File: src/rtl/tracker_pkg.sv
// +---------------------------------------------------------------------------+
// | tracker_pkg                                                               |
// | Shared command encodings, edit FSM states and default geometry.           |
// | Revision: 1.0                                                             |
// +---------------------------------------------------------------------------+
`default_nettype none

package tracker_pkg;

  localparam int c_num_rows     = 64;
  localparam int c_num_channels = 4;
  localparam int c_note_max     = 96;

  typedef enum logic [2:0] {
    CUR_NONE  = 3'b000,
    CUR_LEFT  = 3'b001,
    CUR_RIGHT = 3'b010,
    CUR_UP    = 3'b011,
    CUR_DOWN  = 3'b100
  } cursor_cmd_e;

  typedef enum logic [1:0] {
    EDIT_NONE = 2'b00,
    EDIT_INC  = 2'b01,
    EDIT_DEC  = 2'b10,
    EDIT_DEL  = 2'b11
  } edit_cmd_e;

  typedef enum logic [1:0] {
    IDLE = 2'd0,
    RD   = 2'd1,
    CAP  = 2'd2,
    WR   = 2'd3
  } edit_state_e;

endpackage

`default_nettype wire

File: src/rtl/key_repeat.sv
// +---------------------------------------------------------------------------+
// | key_repeat                                                                |
// | Press edge-detect plus auto-repeat for a held key code; registered pulse. |
// | Revision: 1.0                                                             |
// +---------------------------------------------------------------------------+
`default_nettype none

module key_repeat #(
  parameter int W            = 3,
  parameter int REPEAT_DELAY = 25000000,
  parameter int REPEAT_RATE  = 5000000
) (
  input  logic         clk,
  input  logic         Reset,
  input  logic [W-1:0] code,
  output logic         trigger,
  output logic [W-1:0] code_q
);

  localparam int c_cnt_max = (REPEAT_DELAY > REPEAT_RATE) ? REPEAT_DELAY : REPEAT_RATE;
  localparam int c_cnt_w   = $clog2(c_cnt_max + 1);
  localparam logic [c_cnt_w-1:0] c_delay_last = c_cnt_w'(REPEAT_DELAY - 1);
  localparam logic [c_cnt_w-1:0] c_rate_last  = c_cnt_w'(REPEAT_RATE - 1);

  logic [W-1:0]       r_prev;
  logic [c_cnt_w-1:0] r_cnt;
  logic               r_rep;
  logic               r_trig;

  // r_prev doubles as the code that caused the current trigger pulse.
  always_ff @(posedge clk) begin
    if (!Reset) begin
      r_prev <= '0;
      r_cnt  <= '0;
      r_rep  <= 1'b0;
      r_trig <= 1'b0;
    end else begin
      r_prev <= code;
      r_trig <= 1'b0;
      if (code == '0 || code != r_prev) begin
        r_cnt  <= '0;
        r_rep  <= 1'b0;
        r_trig <= (code != '0);
      end else if (r_cnt == (r_rep ? c_rate_last : c_delay_last)) begin
        r_cnt  <= '0;
        r_rep  <= 1'b1;
        r_trig <= 1'b1;
      end else begin
        r_cnt <= r_cnt + c_cnt_w'(1);
      end
    end
  end

  assign trigger = r_trig;
  assign code_q  = r_prev;

endmodule

`default_nettype wire

File: src/rtl/pattern_editor.sv
// +---------------------------------------------------------------------------+
// | pattern_editor                                                            |
// | Cursor movement with wrap and read-modify-write note edits on pattern RAM.|
// | Revision: 1.0                                                             |
// +---------------------------------------------------------------------------+
`default_nettype none

module pattern_editor
  import tracker_pkg::*;
#(
  parameter int NUM_ROWS     = c_num_rows,
  parameter int NUM_CHANNELS = c_num_channels,
  parameter int NOTE_W       = 8,
  parameter int NOTE_MAX     = c_note_max,
  parameter int REPEAT_DELAY = 25000000,
  parameter int REPEAT_RATE  = 5000000
) (
  input  logic                                      clk,
  input  logic                                      Reset,
  input  logic [2:0]                                user_cursor,
  input  logic [1:0]                                user_edit,
  output logic [$clog2(NUM_ROWS)-1:0]               cursor_row,
  output logic [$clog2(NUM_CHANNELS)-1:0]           cursor_chan,
  output logic [$clog2(NUM_ROWS*NUM_CHANNELS)-1:0]  mem_addr,
  output logic                                      mem_rd_en,
  input  logic [NOTE_W-1:0]                         mem_rdata,
  output logic                                      mem_wr_en,
  output logic [NOTE_W-1:0]                         mem_wdata,
  output logic                                      busy,
  output logic                                      edit_done
);

  localparam int c_row_w  = $clog2(NUM_ROWS);
  localparam int c_chan_w = $clog2(NUM_CHANNELS);
  localparam int c_addr_w = $clog2(NUM_ROWS*NUM_CHANNELS);
  localparam logic [NOTE_W-1:0] c_note_max_v = NOTE_W'(NOTE_MAX);

  logic [2:0]          w_cur_code;
  logic                w_cur_trig;
  logic [2:0]          w_cur_q;
  logic                w_edit_trig;
  logic [1:0]          w_edit_q;
  cursor_cmd_e         w_cur_cmd;
  edit_cmd_e           w_edit_cmd;

  logic [c_row_w-1:0]  r_row;
  logic [c_chan_w-1:0] r_chan;

  edit_state_e         r_state, w_state_nxt;
  logic [c_addr_w-1:0] r_addr, w_addr_nxt;
  logic [NOTE_W-1:0]   r_wdata, w_wdata_nxt;
  logic                r_dec, w_dec_nxt;
  logic [NOTE_W-1:0]   w_note_inc, w_note_dec;

  // Undefined cursor codes never reach the repeat logic.
  assign w_cur_code = (user_cursor > 3'd4) ? 3'd0 : user_cursor;

  key_repeat #(
    .W            (3),
    .REPEAT_DELAY (REPEAT_DELAY),
    .REPEAT_RATE  (REPEAT_RATE)
  ) u_cur_rep (
    .clk     (clk),
    .Reset   (Reset),
    .code    (w_cur_code),
    .trigger (w_cur_trig),
    .code_q  (w_cur_q)
  );

  key_repeat #(
    .W            (2),
    .REPEAT_DELAY (REPEAT_DELAY),
    .REPEAT_RATE  (REPEAT_RATE)
  ) u_edit_rep (
    .clk     (clk),
    .Reset   (Reset),
    .code    (user_edit),
    .trigger (w_edit_trig),
    .code_q  (w_edit_q)
  );

  assign w_cur_cmd  = cursor_cmd_e'(w_cur_q);
  assign w_edit_cmd = edit_cmd_e'(w_edit_q);

  always_ff @(posedge clk) begin
    if (!Reset) begin
      r_row  <= '0;
      r_chan <= '0;
    end else if (w_cur_trig) begin
      unique case (w_cur_cmd)
        CUR_LEFT:  r_chan <= r_chan - c_chan_w'(1);
        CUR_RIGHT: r_chan <= r_chan + c_chan_w'(1);
        CUR_UP:    r_row  <= r_row - c_row_w'(1);
        CUR_DOWN:  r_row  <= r_row + c_row_w'(1);
        default: ;
      endcase
    end
  end

  always_comb begin
    w_note_inc = (mem_rdata >= c_note_max_v) ? c_note_max_v : mem_rdata + NOTE_W'(1);
    if (mem_rdata == '0)
      w_note_dec = '0;
    else if (mem_rdata > c_note_max_v)
      w_note_dec = c_note_max_v - NOTE_W'(1);
    else
      w_note_dec = mem_rdata - NOTE_W'(1);
  end

  always_ff @(posedge clk) begin
    if (!Reset) begin
      r_state <= IDLE;
      r_addr  <= '0;
      r_wdata <= '0;
      r_dec   <= 1'b0;
    end else begin
      r_state <= w_state_nxt;
      r_addr  <= w_addr_nxt;
      r_wdata <= w_wdata_nxt;
      r_dec   <= w_dec_nxt;
    end
  end

  // Edit triggers outside IDLE are simply ignored; auto-repeat retries them.
  always_comb begin
    w_state_nxt = r_state;
    w_addr_nxt  = r_addr;
    w_wdata_nxt = r_wdata;
    w_dec_nxt   = r_dec;
    unique case (r_state)
      IDLE: begin
        if (w_edit_trig) begin
          w_addr_nxt = {r_row, r_chan};
          if (w_edit_cmd == EDIT_DEL) begin
            w_wdata_nxt = '0;
            w_state_nxt = WR;
          end else begin
            w_dec_nxt   = (w_edit_cmd == EDIT_DEC);
            w_state_nxt = RD;
          end
        end
      end
      RD:  w_state_nxt = CAP;
      CAP: begin
        w_wdata_nxt = r_dec ? w_note_dec : w_note_inc;
        w_state_nxt = WR;
      end
      WR:  w_state_nxt = IDLE;
    endcase
  end

  assign cursor_row  = r_row;
  assign cursor_chan = r_chan;
  assign mem_addr    = r_addr;
  assign mem_wdata   = r_wdata;
  assign mem_rd_en   = (r_state == RD);
  assign mem_wr_en   = (r_state == WR);
  assign edit_done   = (r_state == WR);
  assign busy        = (r_state != IDLE);

endmodule

`default_nettype wire

File: config.mk
export PLATFORM = sky130hd
export DESIGN_NAME = pattern_editor
export DESIGN_NICKNAME = d
export VERILOG_FILES = /design/src/rtl/tracker_pkg.sv /design/src/rtl/key_repeat.sv /design/src/rtl/pattern_editor.sv
export SDC_FILE = /design/constraint.sdc
export NUM_CORES = 1
export LEC_CHECK = 0
export ABC_CLOCK_PERIOD_IN_PS = 2300
export CAP_MARGIN = 20
export CORE_MARGIN = 4
export CORE_UTILIZATION = 35
export CTS_CLUSTER_SIZE = 12
export DETAILED_ROUTE_END_ITERATION = 16
export PLACE_DENSITY = 0.66
export SYNTH_ARGS = -nofsm -noshare
export SYNTH_HDL_FRONTEND = slang
export SYNTH_HIERARCHICAL = 1
export SYNTH_SLANG_ARGS = --single-unit
File: constraint.sdc
create_clock -name clk -period 2.3 [get_ports clk]
set_input_delay 0.46 -clock clk [delete_from_list [all_inputs] [get_ports clk]]
set_output_delay 0.46 -clock clk [all_outputs]
set_load 0.05 [all_outputs]
==> results.py <==
metrics = {
    "status": {
        "status": "completed",
    },
    "grt": {
        "antenna_found_initial": 0,
        "grt_use_met3_pct": 4.35,
        "grt_pass1_vias": 4285,
        "globalRouteOverflowTotal": 0,
        "grt_pass1_wl_um": 19800,
        "grtUsageMet1_pct": 19.2,
        "grt.total_usage_pct": 14.7,
        "gr-max-usage-layer": "met2",
        "grt_use_met2_pct": 23.5,
        "grt_max_degree": 27,
    },
    "worst_setup_path": {
        "crit_arrival_ns": 2.44,
        "crit_path_end_kind": "flop",
        "rrSetupSlack_ns": 0.09,
        "r2r-start": "u_edit_rep/r_cnt[15]",
        "r2r_end": "u_edit_rep/r_cnt[1]",
        "ff2ff_path_depth": 5,
        "path_max_fanout": 12,
        "cp-endpoint": "u_edit_rep/r_cnt[1]",
        "startpoint_type": "flop",
        "crit_required_ns": 2.53,
        "crit_start": "u_edit_rep/r_cnt[15]",
        "crit_type": "reg2reg",
    },
    "synth": {
        "synthArstFlopShare_pct": 0,
        "synth_edf_count": 0,
        "synth_most_common_cell": "dfxtp_1",
        "synthCells": 546,
        "synth_cell_types": 71,
        "synth_top_cell_by_area": "dfxtp_1",
        "syn_area_per_cell_um2": 8.85,
        "synth_top_flop_cell": "dfxtp_1",
        "post_synth_instance_area_um2": 4830,
        "synth.area.top_cells": "dfxtp_1, nand2_1, ha_1",
        "ys_seq_area_share_pct": 35.6,
        "ys_warn_count": 6,
        "yosys.area.top_type_share_pct": 35.6,
        "syn-num-nets": 575,
        "ys_top_cells_by_count": "dfxtp_1, nand2_1, nand3_1, o21ai_0",
        "synth-seq-cells": 86,
    },
    "floorplanning": {
        "die_area_um2": 15800,
        "core_region_area_um2": 13400,
        "rows": 42,
        "die_w_um": 126,
        "die_y_um": 126,
        "initial_core_util_pct": 36.1,
        "io_pins": 43,
    },
    "clocking": {
        "clockBufferDepth": 2,
        "holdBufCountCts": 0,
        "cts_sinks": 86,
        "cts_tree": "done",
        "root_buffer": "clkbuf_16",
        "htree_levels": 3,
        "clk_pin_slew_ns": 0.06,
        "clk_latency_ns": 0.34,
        "cts_setup_buffers": 0,
        "cts_buffers": 9,
    },
    "timing": {
        "tns_ns": 0,
        "setup_viol": 0,
        "worst_slack_ns": 0.0941,
        "post-route-min-period_ns": 2.21,
        "clock_skew_ns": 0.00453,
        "drv_slew": 0,
        "slew_headroom_pct": 53.2,
        "min_period_over_period_pct": 95.9,
        "tightest_slew_ns": 0.703,
        "max_freq_mhz": 453,
        "grt_setup_unrepaired": "yes",
        "hold_violations": 0,
    },
    "finish": {
        "layout-drive-gt1-share_pct": 15.8,
        "fin_util_pct": 44.3,
        "synthToLayoutAreaGrowth_pct": 22.8,
        "nFillCells": 1303,
        "diodes": 0,
        "final_nets": 640,
    },
    "power_and_ir_drop": {
        "swShare_pct": 27.7,
        "pwr-share-seq_pct": 43.5,
        "power.internal_mw": 2.62,
        "p_leak_nw": 1.92,
        "comb_power_share_pct": 16.1,
        "finalPower_mw": 3.62,
        "clkPwrFrac_pct": 40.4,
        "peakVddDrop_v": 0.000437,
        "power.density_nw_per_um2": 609,
        "p_sw_mw": 1.00,
    },
    "routing": {
        "final_antenna_net_count": 0,
        "drtIter0Drc": 376,
        "vias": 4403,
        "drc": 0,
        "vias_per_cell": 5.57,
        "firstDrtPassIters": 5,
        "wl_per_cell_um": 14.7,
        "wl_um": 11600,
    },
    "place": {
        "dp_hpwl_um": 8390,
        "gp_congestion": 0.869,
        "port_buffers": 42,
        "post-place-ws_ns": -0.0494,
    },
    "flow_run": {
        "drv_cap": 0,
    },
    "worst_hold_path": {
        "hold_path.class": "reg2reg",
    },
}
[registers in the layout, indices dropped and copies added (netlist names)]
signal	flops
mem_wdata	8
cursor_chan	2
u_cur_rep/r_cnt	25
r_dec	1
u_edit_rep/code_q	2
u_edit_rep/r_cnt	25
mem_addr	8
u_edit_rep/r_rep	1
cursor_row	6
u_cur_rep/trigger	1
u_cur_rep/r_rep	1
u_edit_rep/trigger	1
u_cur_rep/code_q	3
r_state	2
[worst max-delay path, cell delays in order (launching register included)]
cell and delay (ns):
dfxtp_1 0.31, or4b_1 0.51, or4b_4 0.54, a2111oi_4 0.40
buf_4 0.26, nor3b_1 0.07
[power groups by stage]
stage                     Sequential (mW)  Clock (mW)  Combinational (mW)
after floorplan                      1.64           0               0.341
after global placement               1.60           0               0.570
after detailed placement             1.61           0               0.580
after CTS                            1.57        1.49               0.582
after global routing                 1.58        1.55               0.627
final                                1.57        1.46               0.582
[how the worst min path moves through the flow]
stage	from	end	slack (ns)	cells after the start
detailed placement	mem_wdata[0]	mem_wdata[0]	0.45	2
finish	mem_wdata[0]	mem_wdata[0]	0.46	2
CTS	mem_addr[4]	mem_addr[4]	0.46	2
global route	mem_addr[5]	mem_addr[5]	0.48	2
floorplan	u_cur_rep/r_cnt[0]	u_cur_rep/r_cnt[0]	0.45	1
global placement	mem_wdata[7]	mem_wdata[7]	0.44	2
[timing repair]
item / CTS / global route
endpoints found under the setup margin: 0 / 4
hold endpoints to repair: 0 / 0
gates resized for setup: 0 / 3
[logic make-up after synthesis]
kind of cell             count (synthesis)  share of synthesized area [%]
AO/OA/AOI/OAI                          124                           19.0
XOR/XNOR                                34                           6.16
adder cells (fa/ha/maj)                 14                           3.78
buffers and inverters                   48                           4.89
flip-flops                              86                           35.6
multiplexers                             3                          0.647
AND/OR/NAND/NOR                        237                           29.9
[cells in the final DEF (no fill, tap or decap), types with 11 or more instances in the layout]
master,count
a21oi_1,23
nand2_1,44
xor2_1,16
nor2_1,19
dfxtp_1,86
a211oi_1,17
nand4_1,21
clkdlybuf4s50_1,41
nor3_2,12
or4_1,11
buf_4,38
xnor2_1,18
inv_1,18
nand3_1,27
or3_1,13
nor3_1,23
o21ai_0,25
ha_1,13
o31ai_1,13
[stage by stage]
step | cell area [um^2] | cells | hold WS (ns)
floorplan | 4830 | 546 | 0.454
global placement | 5630 | 776 | 0.440
detailed placement | 5630 | 776 | 0.452
CTS | 5920 | 791 | 0.461
global route | 5940 | 791 | 0.480
finish | 5940 | 791 | 0.457
[layout make-up]
type                            count  area, um^2  share of cell area, %
Multi-Input combinational cell    412        2880                   48.5
Sequential cell                    86        1720                   29.0
Timing Repair Buffer               82         747                   12.6
Clock buffer                       12         246                   4.15
Tap cell                          176         220                   3.71
Inverter                           20        75.1                   1.26
Clock inverter                      3        43.8                  0.738
[metal layers]
metal	routed length, um	vias up
met4	131	0
met5	0	-
met3	599	15
met1	5580	2108
li1	-	2184
met2	5290	96
(Power assumes the default switching activity.)
